## src/rtl/trace_player_pkg.sv

```systemverilog
// Shared types and helpers for the event trace player.
// Optional feature macro: TRACE_LOOP_EN (see event_trace_player.sv).
package trace_player_pkg;

  // Default geometry of a trace; the top module parameters start from these.
  localparam int NUM_CH_DEF = 2;
  localparam int DATA_W_DEF = 64;
  localparam int DEPTH_DEF  = 16;
  localparam int GAP_W_DEF  = 32;

  // Replay sequencer states.
  typedef enum logic [1:0] {
    IDLE,
    WAIT,
    FIRE,
    DONE
  } state_t;

  // One stored event at the default geometry: spacing, channel strobes, values.
  typedef struct packed {
    logic [GAP_W_DEF-1:0]             gap;
    logic [NUM_CH_DEF-1:0]            mask;
    logic [NUM_CH_DEF*DATA_W_DEF-1:0] data;
  } trace_entry_t;

  // Pointer width able to hold every value 0..depth (one extra bit for "full").
  function automatic int ptr_w(input int depth);
    return $clog2(depth) + 1;
  endfunction

endpackage

```

## src/rtl/trace_store.sv

```systemverilog
// Single-port trace memory: synchronous write, combinational read at the
// same address. The sequencer only writes while idle, so the one address
// port is shared between loading and replay without conflict.
module trace_store
  import trace_player_pkg::*;
#(
  parameter int DEPTH = DEPTH_DEF,
  parameter int WIDTH = 8
) (
  input  logic                     clk,
  input  logic                     we,
  input  logic [$clog2(DEPTH)-1:0] addr,
  input  logic [WIDTH-1:0]         wdata,
  output logic [WIDTH-1:0]         rdata
);

  logic [WIDTH-1:0] mem [DEPTH];

  // Entry write; NOTE: the array has no reset -- emptiness is tracked by the
  // write pointer, so clearing the storage itself would only cost logic.
  always_ff @(posedge clk) begin
    if (we) begin
      mem[addr] <= wdata;
    end
  end

  assign rdata = mem[addr];

endmodule

```

## src/rtl/event_trace_player.sv

```systemverilog
// Replays a stored trace of timestamped events into a monitor's
// input_k / new_input_k ports with cycle-exact spacing.
// Optional feature macro TRACE_LOOP_EN adds a 'loop' input that makes the
// last fire wrap back to entry 0 instead of finishing.
module event_trace_player
  import trace_player_pkg::*;
#(
  parameter int NUM_CH = NUM_CH_DEF,
  parameter int DATA_W = DATA_W_DEF,
  parameter int DEPTH  = DEPTH_DEF,
  parameter int GAP_W  = GAP_W_DEF
) (
  input  logic                       clk,
  input  logic                       rst,
`ifdef TRACE_LOOP_EN
  input  logic                       loop,
`endif
  input  logic                       en,
  input  logic                       load_valid,
  output logic                       load_ready,
  input  logic [GAP_W-1:0]           load_gap,
  input  logic [NUM_CH-1:0]          load_mask,
  input  logic [NUM_CH*DATA_W-1:0]   load_data,
  input  logic                       clear,
  input  logic                       start,
  input  logic                       hold,
  output logic [NUM_CH*DATA_W-1:0]   input_data,
  output logic [NUM_CH-1:0]          new_input,
  output logic                       busy,
  output logic                       done,
  output logic [$clog2(DEPTH):0]     fired_cnt
);

  localparam int AW = $clog2(DEPTH);
  localparam int PW = ptr_w(DEPTH);
  localparam logic [PW-1:0]    FULL = PW'(DEPTH);
  localparam logic [GAP_W-1:0] ONE  = GAP_W'(1);

  typedef struct packed {
    logic [GAP_W-1:0]         gap;
    logic [NUM_CH-1:0]        mask;
    logic [NUM_CH*DATA_W-1:0] data;
  } entry_t;

  entry_t                   wr_entry;
  entry_t                   rd_entry;
  logic [AW-1:0]            addr;
  logic                     we;

  state_t                   state_q, state_d;
  logic [PW-1:0]            wr_ptr_q, wr_ptr_d;
  logic [PW-1:0]            rd_ptr_q, rd_ptr_d;
  logic [PW-1:0]            fired_q, fired_d;
  logic [PW-1:0]            rd_nxt;
  logic [GAP_W-1:0]         cnt_q, cnt_d;
  logic [GAP_W-1:0]         cur_gap;
  logic                     first_q, first_d;
  logic                     fire_d;
  logic                     last;
  logic                     wrap;
  logic [NUM_CH*DATA_W-1:0] fire_data;

  assign wr_entry = '{gap: load_gap, mask: load_mask, data: load_data};
  assign rd_nxt   = rd_ptr_q + PW'(1);
  assign last     = (rd_nxt == wr_ptr_q);

`ifdef TRACE_LOOP_EN
  assign wrap = last && loop;
`else
  assign wrap = 1'b0;
`endif

  trace_store #(
    .DEPTH (DEPTH),
    .WIDTH ($bits(entry_t))
  ) u_store (
    .clk   (clk),
    .we    (we),
    .addr  (addr),
    .wdata (wr_entry),
    .rdata (rd_entry)
  );

  // Masked-off channels present zero to the monitor.
  always_comb begin
    fire_data = '0;
    for (int k = 0; k < NUM_CH; k++) begin
      if (rd_entry.mask[k]) begin
        fire_data[k*DATA_W +: DATA_W] = rd_entry.data[k*DATA_W +: DATA_W];
      end
    end
  end

  // Next-state logic. WAIT reads the entry about to fire; FIRE reads the
  // following entry so a gap of 0/1 can go straight to another FIRE.
  // The first WAIT cycle after start takes its gap straight from the store
  // (first_q), which keeps the IDLE address port free for loading.
  always_comb begin
    // NOTE: every output of this block gets a default first so no path
    // through the case statement can infer a latch.
    state_d  = state_q;
    wr_ptr_d = wr_ptr_q;
    rd_ptr_d = rd_ptr_q;
    fired_d  = fired_q;
    cnt_d    = cnt_q;
    first_d  = first_q;
    fire_d   = 1'b0;
    we       = 1'b0;
    addr     = '0;
    cur_gap  = '0;

    case (state_q)
      IDLE: begin
        addr = wr_ptr_q[AW-1:0];
        if (clear) begin
          wr_ptr_d = '0;
        end else begin
          if (load_valid && load_ready) begin
            we       = en;
            wr_ptr_d = wr_ptr_q + PW'(1);
          end
          if (start && (wr_ptr_q != '0)) begin
            state_d  = WAIT;
            rd_ptr_d = '0;
            fired_d  = '0;
            first_d  = 1'b1;
          end
        end
      end

      WAIT: begin
        addr    = rd_ptr_q[AW-1:0];
        cur_gap = first_q ? rd_entry.gap : cnt_q;
        first_d = 1'b0;
        if ((cur_gap <= ONE) && !hold) begin
          state_d = FIRE;
          fire_d  = 1'b1;
        end else begin
          cnt_d = (cur_gap == '0) ? '0 : cur_gap - ONE;
        end
      end

      FIRE: begin
        addr    = last ? '0 : rd_nxt[AW-1:0];
        cur_gap = rd_entry.gap;
        fired_d = fired_q + PW'(1);
        if (last && !wrap) begin
          state_d  = DONE;
          rd_ptr_d = rd_nxt;
        end else begin
          rd_ptr_d = wrap ? '0 : rd_nxt;
          // The FIRE cycle itself counts toward the next gap.
          if ((cur_gap <= ONE) && !hold) begin
            state_d = FIRE;
            fire_d  = 1'b1;
          end else begin
            state_d = WAIT;
            cnt_d   = (cur_gap == '0) ? '0 : cur_gap - ONE;
          end
        end
      end

      DONE: begin
        if (clear) begin
          state_d  = IDLE;
          wr_ptr_d = '0;
        end else if (start) begin
          state_d  = WAIT;
          rd_ptr_d = '0;
          fired_d  = '0;
          first_d  = 1'b1;
        end
      end

      default: begin
        state_d = IDLE;
      end
    endcase
  end

  // Sequencer state register; en low freezes everything.
  always_ff @(posedge clk or negedge rst) begin
    if (!rst) begin
      state_q  <= IDLE;
      wr_ptr_q <= '0;
      rd_ptr_q <= '0;
      fired_q  <= '0;
      cnt_q    <= '0;
      first_q  <= 1'b0;
    end else if (en) begin
      // NOTE: non-blocking assignments so every register samples pre-edge values.
      state_q  <= state_d;
      wr_ptr_q <= wr_ptr_d;
      rd_ptr_q <= rd_ptr_d;
      fired_q  <= fired_d;
      cnt_q    <= cnt_d;
      first_q  <= first_d;
    end
  end

  // Registered outputs, computed from next-state values so nothing is combinational.
  always_ff @(posedge clk or negedge rst) begin
    if (!rst) begin
      load_ready <= 1'b1;
      busy       <= 1'b0;
      done       <= 1'b0;
      new_input  <= '0;
      input_data <= '0;
    end else if (en) begin
      load_ready <= (state_d == IDLE) && (wr_ptr_d != FULL);
      busy       <= (state_d == WAIT) || (state_d == FIRE);
      done       <= (state_d == DONE);
      new_input  <= fire_d ? rd_entry.mask : '0;
      input_data <= fire_d ? fire_data : '0;
    end
  end

  assign fired_cnt = fired_q;

endmodule

```

## config.mk

```make
export PLATFORM = sky130hd
export DESIGN_NAME = event_trace_player
export DESIGN_NICKNAME = d
export VERILOG_FILES = /design/src/rtl/trace_player_pkg.sv /design/src/rtl/trace_store.sv /design/src/rtl/event_trace_player.sv
export SDC_FILE = /design/constraint.sdc
export NUM_CORES = 2
export LEC_CHECK = 0
export ABC_AREA = 1
export CAP_MARGIN = 15
export CORE_MARGIN = 2
export CORE_UTILIZATION = 47
export DETAILED_ROUTE_END_ITERATION = 10
export PLACE_DENSITY_LB_ADDON = 0.3
export REMOVE_ABC_BUFFERS = 1
export SYNTH_ARGS = -nofsm -noshare
export SYNTH_HDL_FRONTEND = slang
export SYNTH_HIERARCHICAL = 1
export SYNTH_SLANG_ARGS = --single-unit
export TNS_END_PERCENT = 20
```

## constraint.sdc

```tcl
create_clock -name clk -period 23.1 [get_ports clk]
set_input_delay 2.31 -clock clk [delete_from_list [all_inputs] [get_ports clk]]
set_output_delay 2.31 -clock clk [all_outputs]
set_load 0.005 [all_outputs]
```

==> summary.md <==
| Metric | Value |
|---|---|
| Status | `completed` |
| Final Setup Violations | `0` |
| Core ar. | `251900 um2` |
| Syn-to-layout area delta | `12.36%` |
| Delay of the slowest critical-path stage | `900 ps` |
| Worst Hold Class | `register to register` |
| Post-DRT Antenna Nets | `0` |
| Worst slew pin tran | `1458 ps` |
| Crit path DAT | `8810 ps` |
| Total number of vias | `80400` |
| CTS HTree Levels | `5` |
| Worst skew pair latency | `980 ps` |
| Synthesized area | `119300 um2` |
| Io pins | `307` |
| Synth cell types | `52` |
| First-pass GRT wire length | `475.5 mm` |
| M3 GR Usage | `3.548%` |
| Top achievable clock speed | `0.1254 GHz` |
| Initial Utilization | `47.36%` |
| WL per Instance | `20.17 um` |
| Routed vias/inst | `5.157` |
| Dpl cells | `15030` |
| RSZ-0062 raised after global routing | `no` |
| Post-synth top area share | `65.25%` |
| Synth Instances | `11830` |
| Post-Layout Cell Count | `15590` |
| Layout cell share with drive strength beyond 1 | `5.720%` |
| Synth Area per Inst | `10.08 um2` |
| Busiest grt layer | `met2` |
| Cell Pwr Density | `106.6 nW/um2` |
| Area leader, netlist | `edfxtp_1` |
| TritonCTS clock tree | `built` |
| Skew final | `88.89 ps` |
| Post-CTS Resized | `0` |
| Gpl congestion | `0.9086` |
| Setup TNS | `0 ps` |
| Clock Tree Root | `clkbuf_16` |
| Placed instance area | `124200 um2` |
| Tcrit/Tclk final | `34.52%` |
| Synth area leaders | `edfxtp_1 65%, nand2_1 23%, dfrtp_1 3.8%` |
| Fin util | `53.21%` |
| Fin. Hold Viols | `0` |
| Setup bufs post-CTS | `0` |
| Num CTS Buffers | `308` |
| Post-DP HPWL | `162.2 mm` |
| CTS Hold Bufs | `0` |
| Fin. max-slew vios | `0` |
| Sequential share of the synthesized area | `69.09%` |
| Routed WL | `314.5 mm` |
| Max-cap check violation count | `0` |
| Drt pass-1 iters | `5` |
| Crit-path slowest cell | `buf_4` |
| CTS sink cnt | `2775` |
| Tmin final | `7975 ps` |
| Crit Path Class | `register to register` |
| Worst-path clk slew | `60 ps` |
| Antenna violations before repair | `42` |
| Fillcell total | `21650` |
| Startpoint Class | `register` |
| Design Area, Final | `134000 um2` |
| Slew headroom | `2.813%` |
| Vias in the first global route | `77050` |
| Site Rows | `184` |
| Met2 GRT Util | `39.79%` |
| Global Route Usage Sum | `24.14%` |
| Static Leakage | `56.05 nW` |
| Hold slack | `479.1 ps` |
| DIE WIDTH | `507.8 um` |
| Worst setup EP type | `register` |
| Die ar. | `257800 um2` |
| Worst VDD drop | `0.1238 mV` |
| Port Buffer Count | `306` |
| Global route total overflow | `0` |
| Drt drc | `0` |
| Critical path required time | `23930 ps` |
| Yosys warns | `6` |
| Total Nets Final | `12170` |
| Chip height | `507.8 um` |
| Critical Path Most Common Cell | `nand2_1` |
| CTS max path bufs | `4` |
| Synthesis-stage register bit count | `2775` |
| Initial DRC count | `7317` |
| GR Layer Usage met1 | `33.25%` |
| Largest net degree at the start of global routing | `236` |
| Crit-path max FO | `175` |
==> cells by family after synthesis <==
kind of cell / synth area share [%]
and+or+nand+nor: 24.31
muxes: 0.008392
adders and majority gates: 0.1573
buffers and inverters: 4.702
DFF: 69.09
AOI/OAI and AO/OA: 1.431
xor gates and xnor gates: 0.3010
==> stage by stage <==
step	setup WS (ps)	power (mW)
6_report	15130	14.29
5_1_grt	14510	15.10
3_5_place_dp	15080	9.595
2_1_floorplan	-187320	10.10
4_1_cts	15110	14.35
3_3_place_gp	15110	9.564
==> cells in the mapped netlist, drive strengths merged <==
| cell | n |
|---|---|
| dfstp | 1 |
| a22oi | 1 |
| edfxtp | 2592 |
| xor2 | 32 |
| ha | 15 |
| inv | 564 |
| clkbuf | 72 |
| o21ai | 202 |
| nor3b | 1 |
| nand3b | 4 |
| xnor2 | 9 |
| nor2 | 127 |
| and3 | 1 |
| mux2i | 1 |
| buf | 479 |
| o21bai | 1 |
| or2 | 4 |
| a31oi | 5 |
| a211oi | 1 |
| a21oi | 10 |
| dfrtp | 182 |
| nand4 | 21 |
| o21a | 2 |
| nor4 | 2 |
| o211ai | 1 |
| nor3 | 13 |
| nand2 | 7408 |
| o22ai | 20 |
| and2 | 1 |
| o221ai | 1 |
| nand3 | 54 |
| o31ai | 2 |
==> worst max-delay path: cells and delay by family (launching register included) <==
family,cells,cell delay (ps)
adder cells (fa/ha/maj),2,400
flip-flops,1,450
buffers and inverters,7,3260
AO/OA/AOI/OAI,5,1050
AND/OR/NAND/NOR,16,2460
==> report_power, final <==
group / internal (mW) / switching (mW) / total [mW] / leakage, nW
registers: 5.54 / 0.0409 / 5.58 / 25.8
clock network: 2.84 / 1.92 / 4.76 / 4.76
logic: 1.06 / 2.89 / 3.95 / 25.5
==> per-layer routing <==
metal | vias to the layer above | routed length [um]
met3 | 487 | 21520
li1 | 38140 | -
met5 | - | 151
met1 | 38900 | 134400
met2 | 2845 | 150400
met4 | 24 | 8005
==> layout make-up <==
type	count	area, um2	share of cell area (%)
Sequential cell	2775	82420	61.49
Multi-Input combinational cell	7939	31430	23.45
Clock buffer	404	8347	6.228
Tap cell	3348	4189	3.126
Timing Repair Buffer	401	4044	3.017
Inverter	564	2155	1.608
Clock inverter	138	1393	1.039
Antenna cell	20	50.05	0.03734
==> registers in the layout, indices dropped and copies added (netlist names) <==
signal	flops
state_q	2
done	1
cnt_q	32
fired_cnt	5
busy	1
rd_ptr_q	5
u_store/mem	2592
new_input	2
input_data	128
first_q	1
load_ready	1
wr_ptr_q	5
==> cells in the final DEF (no fill, tap or decap), types with 10 or more instances in the layout <==
| cell | count |
|---|---|
| clkinv_1 | 38 |
| clkbuf_16 | 315 |
| buf_4 | 74 |
| clkbuf_8 | 13 |
| a21oi_1 | 10 |
| nand2_2 | 11 |
| diode_2 | 20 |
| nand2_1 | 7396 |
| nor2_1 | 99 |
| nor3_1 | 12 |
| o21ai_2 | 109 |
| clkbuf_1 | 76 |
| nand4_1 | 17 |
| xor2_1 | 32 |
| ha_1 | 15 |
| o21ai_0 | 63 |
| inv_1 | 552 |
| buf_12 | 21 |
| clkinv_2 | 50 |
| clkinvlp_4 | 10 |
| o22ai_1 | 20 |
| nor2_4 | 22 |
| bufinv_16 | 27 |
| o21ai_1 | 29 |
| nand3_1 | 52 |
| edfxtp_1 | 2592 |
| dfrtp_1 | 181 |
| clkdlybuf4s50_1 | 305 |
==> worst paths after layout <==
path / startpoint / endpoint / slack, ps / cells after the start
max in group asynchronous: rst / input_data[114]$_DFFE_PN0P_ / 19860 / 3
hold / removal: input_data[61]$_DFFE_PN0P_ / input_data[61]$_DFFE_PN0P_ / 480 / 2
setup / recovery: rd_ptr_q[0]$_DFFE_PN0P_ / input_data[4]$_DFFE_PN0P_ / 15130 / 30
hold reg to reg: input_data[61]$_DFFE_PN0P_ / input_data[61]$_DFFE_PN0P_ / 480 / 2
min in group asynchronous: rst / input_data[122]$_DFFE_PN0P_ / 1360 / 1
setup reg to reg: rd_ptr_q[0]$_DFFE_PN0P_ / input_data[4]$_DFFE_PN0P_ / 15130 / 30
(Power assumes the default switching activity.)
